## config.mk

```make
export PLATFORM = sky130hd
export DESIGN_NAME = arc4_crack_flat
export DESIGN_NICKNAME = d
export VERILOG_FILES = /design/src/rtl/arc4_crack_if.sv /design/src/rtl/arc4_crack.sv /design/src/flat_wrapper.sv
export SDC_FILE = /design/constraint.sdc
export NUM_CORES = 1
export LEC_CHECK = 0
export CORE_UTILIZATION = 49
export DETAILED_ROUTE_END_ITERATION = 16
export PLACE_DENSITY = 0.85
export REMOVE_ABC_BUFFERS = 1
export SYNTH_ARGS = -nofsm -noshare
export SYNTH_HDL_FRONTEND = slang
export SYNTH_SLANG_ARGS = --single-unit
export TNS_END_PERCENT = 30
```

## constraint.sdc

```tcl
create_clock -name clk -period 2.6 [get_ports clk]
set_input_delay 0.26 -clock clk [delete_from_list [all_inputs] [get_ports clk]]
set_output_delay 0.26 -clock clk [all_outputs]
set_load 0.05 [all_outputs]
```

## src/rtl/arc4_crack_if.sv

```systemverilog
// Signal bundle between the key search engine and its environment:
// host handshake, decryption-unit control and plaintext memory port.
interface arc4_crack_if;
  logic        en;
  logic        rdy;
  logic [23:0] key;
  logic        key_valid;
  logic        arc_rst_n;
  logic        arc_en;
  logic        arc_rdy;
  logic [23:0] arc_key;
  logic [7:0]  pt_addr;
  logic [7:0]  pt_rddata;

  modport master (
    input  en, arc_rdy, pt_rddata,
    output rdy, key, key_valid, arc_rst_n, arc_en, arc_key, pt_addr
  );

  modport slave (
    output en, arc_rdy, pt_rddata,
    input  rdy, key, key_valid, arc_rst_n, arc_en, arc_key, pt_addr
  );
endinterface

```

## src/rtl/arc4_crack.sv

```systemverilog
// Brute-force ARC4 key search: walks KEY_START..KEY_LAST, decrypts each candidate
// and accepts the first key whose length-prefixed plaintext is all printable ASCII.
module arc4_crack #(
  parameter logic [23:0] KEY_START = 24'h000000,
  parameter logic [23:0] KEY_LAST  = 24'hFFFFFF
) (
  input  logic         clk,
  input  logic         rst,
  arc4_crack_if.master bus
);

  typedef enum logic [2:0] {
    IDLE, ARST, ARM, WLOW, WDONE, RDLEN, CHECK, NEXT
  } state_t;

  state_t      state_q, state_d;
  logic [23:0] cur_key_q, cur_key_d;
  logic [23:0] key_q, key_d;
  logic        key_valid_q, key_valid_d;
  logic [7:0]  len_q, len_d;
  logic [7:0]  idx_q, idx_d;
  logic [7:0]  pt_addr_q, pt_addr_d;
  logic        arc_en_c;
  logic        arc_rst_n_c;

  function automatic logic is_printable(input logic [7:0] b);
    return (b >= 8'h20) && (b <= 8'h7E);
  endfunction

  always_comb begin
    state_d     = state_q;
    cur_key_d   = cur_key_q;
    key_d       = key_q;
    key_valid_d = key_valid_q;
    len_d       = len_q;
    idx_d       = idx_q;
    pt_addr_d   = pt_addr_q;
    arc_en_c    = 1'b0;
    arc_rst_n_c = 1'b1;

    case (state_q)
      IDLE: begin
        if (bus.en) begin
          cur_key_d   = KEY_START;
          key_d       = '0;
          key_valid_d = 1'b0;
          state_d     = ARST;
        end
      end
      ARST: begin
        arc_rst_n_c = 1'b0;
        state_d     = ARM;
      end
      ARM: begin
        if (bus.arc_rdy) begin
          arc_en_c = 1'b1;
          state_d  = WLOW;
        end
      end
      WLOW: begin
        if (!bus.arc_rdy) state_d = WDONE;
      end
      WDONE: begin
        // Address goes out combinationally so the length byte lands in RDLEN.
        if (bus.arc_rdy) begin
          pt_addr_d = 8'd0;
          state_d   = RDLEN;
        end
      end
      RDLEN: begin
        len_d = bus.pt_rddata;
        if (bus.pt_rddata == 8'd0) begin
          key_d       = cur_key_q;
          key_valid_d = 1'b1;
          state_d     = IDLE;
        end else begin
          pt_addr_d = 8'd1;
          idx_d     = 8'd1;
          state_d   = CHECK;
        end
      end
      CHECK: begin
        // pt_rddata holds byte idx_q while address idx_q+1 is already issued.
        if (!is_printable(bus.pt_rddata)) begin
          state_d = NEXT;
        end else if (idx_q >= len_q) begin
          key_d       = cur_key_q;
          key_valid_d = 1'b1;
          state_d     = IDLE;
        end else begin
          pt_addr_d = idx_q + 8'd1;
          idx_d     = idx_q + 8'd1;
        end
      end
      NEXT: begin
        if (cur_key_q == KEY_LAST) begin
          key_d       = '0;
          key_valid_d = 1'b0;
          state_d     = IDLE;
        end else begin
          cur_key_d = cur_key_q + 24'd1;
          state_d   = ARST;
        end
      end
      default: state_d = IDLE;
    endcase

    // Reset also holds the decryption unit in reset and parks the memory port.
    if (rst) begin
      arc_en_c    = 1'b0;
      arc_rst_n_c = 1'b0;
      pt_addr_d   = 8'd0;
    end
  end

  always_ff @(posedge clk) begin
    if (rst) begin
      state_q     <= IDLE;
      cur_key_q   <= KEY_START;
      key_q       <= '0;
      key_valid_q <= 1'b0;
      len_q       <= '0;
      idx_q       <= '0;
      pt_addr_q   <= '0;
    end else begin
      state_q     <= state_d;
      cur_key_q   <= cur_key_d;
      key_q       <= key_d;
      key_valid_q <= key_valid_d;
      len_q       <= len_d;
      idx_q       <= idx_d;
      pt_addr_q   <= pt_addr_d;
    end
  end

  assign bus.rdy       = (state_q == IDLE);
  assign bus.key       = key_q;
  assign bus.key_valid = key_valid_q;
  assign bus.arc_key   = cur_key_q;
  assign bus.arc_en    = arc_en_c;
  assign bus.arc_rst_n = arc_rst_n_c;
  assign bus.pt_addr   = pt_addr_d;

endmodule
```

## src/flat_wrapper.sv

```systemverilog
// flat-port wrapper written by rule: the top's interface ports become plain ports
module arc4_crack_flat 
#(
  parameter logic [23:0] KEY_START = 24'h000000,
  parameter logic [23:0] KEY_LAST  = 24'hFFFFFF
)
  (clk, rst, bus_en, bus_arc_rdy, bus_pt_rddata, bus_rdy, bus_key, bus_key_valid, bus_arc_rst_n, bus_arc_en, bus_arc_key, bus_pt_addr);
  arc4_crack_if bus_i ();
  input  logic clk;
  input  logic rst;
  input wire logic [$bits(bus_i.en)-1:0] bus_en;
  input wire logic [$bits(bus_i.arc_rdy)-1:0] bus_arc_rdy;
  input wire logic [$bits(bus_i.pt_rddata)-1:0] bus_pt_rddata;
  output wire logic [$bits(bus_i.rdy)-1:0] bus_rdy;
  output wire logic [$bits(bus_i.key)-1:0] bus_key;
  output wire logic [$bits(bus_i.key_valid)-1:0] bus_key_valid;
  output wire logic [$bits(bus_i.arc_rst_n)-1:0] bus_arc_rst_n;
  output wire logic [$bits(bus_i.arc_en)-1:0] bus_arc_en;
  output wire logic [$bits(bus_i.arc_key)-1:0] bus_arc_key;
  output wire logic [$bits(bus_i.pt_addr)-1:0] bus_pt_addr;
  assign bus_i.en = bus_en;
  assign bus_i.arc_rdy = bus_arc_rdy;
  assign bus_i.pt_rddata = bus_pt_rddata;
  assign bus_rdy = bus_i.rdy;
  assign bus_key = bus_i.key;
  assign bus_key_valid = bus_i.key_valid;
  assign bus_arc_rst_n = bus_i.arc_rst_n;
  assign bus_arc_en = bus_i.arc_en;
  assign bus_arc_key = bus_i.arc_key;
  assign bus_pt_addr = bus_i.pt_addr;
  arc4_crack #(.KEY_START(KEY_START), .KEY_LAST(KEY_LAST)) u_core (.clk(clk), .rst(rst), .bus(bus_i));
endmodule
```

==> flow_summary_export.csv <==
group,metric,value,unit
logic_synthesis,yosysUniqueCellTypes,63,
logic_synthesis,ys_ff_latch,76,
setup_path,r2r_start,"u_core.len_q[5]",
pwr,p_sw,1.234,mW
floorplanning,die_width,91.80,um
floorplanning,fp.dieH,91.80,um
layout,layout_common_cells,"dfxtp_1, clkdlybuf4s50_1, nand2_1",
layout,final_area,0.005401,sq mm
detailed_routing,highest_layer,"met4",
clock_tree,htree_num_levels,3,
setup_path,rrSetupSlack,0.11,ns
layout,finalNetCount,550,
worst_hold_path,min_to,"u_core.len_q[2]",
grt,grt_pass1_vias,3546,
layout,antenna_cells,0,
grt,grt_usage,26.02,%
outcome,status,"complete, but fails checks",
sta,relSlewSlack,62.93,%
setup_path,crit_type,"register to output port",
grt,antenna_found_initial,0,
clock_tree,cts_tree,"built",
pwr,pwr-share-clk,27.2,%
layout,fin_cells,635,
sta,timing.fmax,355.0,MHz
grt,grt-ovfl-total,0,
placement,placed_cells_incl_taps,612,
placement,gp_congestion,0.8382,
sta,fin_skew,0.007017,ns
detailed_routing,route.detailed.drc,0,
setup_path,cp.arrival,2.56,ns
pwr,p_per_area,622.4,mW/mm^2
floorplanning,io-pin-count,72,
detailed_routing,drt_pass1_iterations,4,
layout,area_delta_synth_final,36.70,%
detailed_routing,vias,3637,
pwr,ir_drop,0.4191,mV
logic_synthesis,syn_inst,440,
logic_synthesis,syn_area_per_cell,8.980,sq um
pwr,power.internal,2.128,mW
floorplanning,start_util,50.87,%
outcome,violations,"negative setup slack",
logic_synthesis,ys.flop_type,"dfxtp_1",
worst_hold_path,min_from,"rst",
setup_path,required,2.34,ns
worst_hold_path,hold_path_class,"primary input to register",
setup_path,cp_max_fo,2,
placement,io_buffers,71,
clock_tree,cts_buffer_depth,2,
detailed_routing,wl_met3,440,um
layout,drive_gt1_share,22.14,%
layout,final_common_cell,"dfxtp_1",
sta,setup_ws,-0.2168,ns
pwr,p_leak,2.006,nW
setup_path,r2r_cells,11,
setup_path,end_kind,"output port",
clock_tree,clkTransAtPathRegs,0.08,ns
logic_synthesis,synth-edff-count,0,
logic_synthesis,synth_area,0.003951,sq mm
sta,finalCriticalPeriod,2.817,ns
grt,grt_max_degree,54,
detailed_routing,wl_met1,4379,um
clock_tree,cts-root-buf,"clkbuf_8",
detailed_routing,wl_per_cell,16.84,um
sta,grt_setup_unrepaired,"yes",
detailed_routing,vias_per_cell,5.728,
placement,post_dp_cell_area,0.004916,sq mm
sta,hold_viol,0,
sta,period_share,108.3,%
logic_synthesis,async_flop_share,0,%
clock_tree,clock_latency,0.36,ns
floorplanning,rows,32,
setup_path,worstReg2RegEnd,"u_core.idx_q[7]",
clock_tree,cts_buffers,9,
pwr,p_sw_share,36.71,%
logic_synthesis,synth_warnings,0,
pwr,finalPower,3.362,mW
clock_tree,cts_num_sinks,76,
floorplanning,core,0.007767,sq mm
placement,hpwl,6901,um
setup_path,startpoint_type,"register",
detailed_routing,dr.first_iter.drc_count,202,
floorplanning,die_area,0.008427,sq mm
detailed_routing,ant_nets,0,
sta,fin_tns_setup,-1.087,ns
layout,utilization,69.54,%
sta,tightest_slew,0.5553,ns
pwr,power_frac_seq,38.7,%
detailed_routing,met2_length,5659,um
clock_tree,cts_hold_buf,0,
flow_run,max_cap_viol_count,0,
sta,setup_viol,8,
worst_hold_path,hold_path_depth,2,
pwr,p_comb_share,34.1,%
sta,slew_viol_final,0,
grt,grt_pass1_wl,17420,um
detailed_routing,wirelength,10700,um
logic_synthesis,yosysSeqAreaShare,38.51,%
[registers in the layout, indices dropped and copies added (netlist names)]
| signal | count |
|---|---|
| u_core.bus.arc_key | 24 |
| u_core.bus.key | 24 |
| u_core.idx_q | 8 |
| u_core.len_q | 8 |
| u_core.pt_addr_q | 8 |
| u_core.state_q | 3 |
| u_core.bus.key_valid | 1 |
[power by group through the flow]
stage | clock network [mW] | registers, mW | logic, mW
2_1_floorplan | 0 | 1.32 | 0.717
3_3_place_gp | 0 | 1.31 | 1.05
3_5_place_dp | 0 | 1.31 | 1.07
4_1_cts | 0.918 | 1.29 | 1.13
5_1_grt | 0.976 | 1.31 | 1.23
6_report | 0.914 | 1.30 | 1.15
[logic make-up after synthesis]
| logic type | synth area share [%] |
|---|---|
| buffers and inverters | 4.370 |
| DFF | 38.51 |
| muxes | 8.391 |
| xor gates and xnor gates | 5.098 |
| adders and majority gates | 3.167 |
| and+or+nand+nor | 24.95 |
| AOI/OAI and AO/OA | 15.52 |
[critical path: stages (launching register included)]
cell and delay, ns:
dfxtp_2 0.32, inv_1 0.09, ha_4 0.21, and3_4 0.19, a221oi_4 0.27, o211ai_2 0.14
or2_1 0.26, or3_4 0.40, a21oi_4 0.17, buf_12 0.15
[Yosys cell counts, types with 3 or more instances]
| library cell | instances | area [sq um] |
|---|---|---|
| mux2i_1 | 32 | 320.3 |
| o21ai_0 | 4 | 20.02 |
| and3_1 | 7 | 43.79 |
| inv_1 | 12 | 45.04 |
| a31oi_1 | 7 | 43.79 |
| or4_1 | 3 | 22.52 |
| clkbuf_1 | 13 | 48.80 |
| o211ai_1 | 6 | 45.04 |
| nor2_1 | 40 | 150.1 |
| nand2b_1 | 28 | 175.2 |
| and4_1 | 5 | 43.79 |
| nand3_1 | 17 | 85.08 |
| xor2_1 | 15 | 131.4 |
| a21o_1 | 3 | 22.52 |
| o2111ai_1 | 7 | 61.31 |
| and2_1 | 5 | 31.28 |
| buf_2 | 6 | 30.03 |
| nand2_1 | 49 | 183.9 |
| dfxtp_1 | 76 | 1521 |
| ha_1 | 10 | 125.1 |
| a21oi_1 | 26 | 130.1 |
| nor3_1 | 4 | 20.02 |
| xnor2_1 | 8 | 70.07 |
| a22o_1 | 6 | 52.55 |
[worst max path at each step]
| stage | from | to | slack, ns | depth (start not counted) |
|---|---|---|---|---|
| 4_1_cts | u_core.len_q[4] | bus_pt_addr[2] | -0.22 | 9 |
| 3_3_place_gp | bus_pt_rddata[4] | bus_pt_addr[0] | 0.04 | 9 |
| 6_report | u_core.len_q[5] | bus_pt_addr[2] | -0.22 | 9 |
| 2_1_floorplan | u_core.state_q[0] | u_core.bus.key[0] | -0.90 | 5 |
| 5_1_grt | u_core.len_q[6] | bus_pt_addr[2] | -0.29 | 9 |
| 3_5_place_dp | bus_pt_rddata[5] | bus_pt_addr[6] | -0.02 | 8 |
[layout make-up]
| class | count | area, sq um |
|---|---|---|
| sequential | 76 | 1534 |
| clock inverter | 5 | 61.31 |
| tap | 102 | 127.6 |
| fill | 584 | 2366 |
| timing repair buffer | 100 | 1040 |
| inverter | 13 | 48.80 |
| multi-input combinational | 328 | 2459 |
| clock buffer | 11 | 131.4 |
[metal layers]
metal	vias to the layer above	track usage [%]
li1	1735	-
met1	1774	30.30
met2	109	47.68
met3	19	4.726
met4	0	8.984
met5	-	0
[through the flow]
| stage | hold slack [ns] | worst slack, ns |
|---|---|---|
| after floorplan | 0.3291 | -0.9001 |
| after global placement | 0.4587 | 0.04421 |
| after detailed placement | 0.4633 | -0.01954 |
| after CTS | 0.2451 | -0.2195 |
| after global routing | 0.2598 | -0.2871 |
| final | 0.2567 | -0.2168 |
[repair_timing]
| item | CTS | global route |
|---|---|---|
| setup buffers | 6 | 1 |
| gates resized for setup | 22 | 31 |
| setup endpoints to repair | 8 | 14 |
| pin swaps | 11 | 11 |
(Power assumes the default switching activity.)
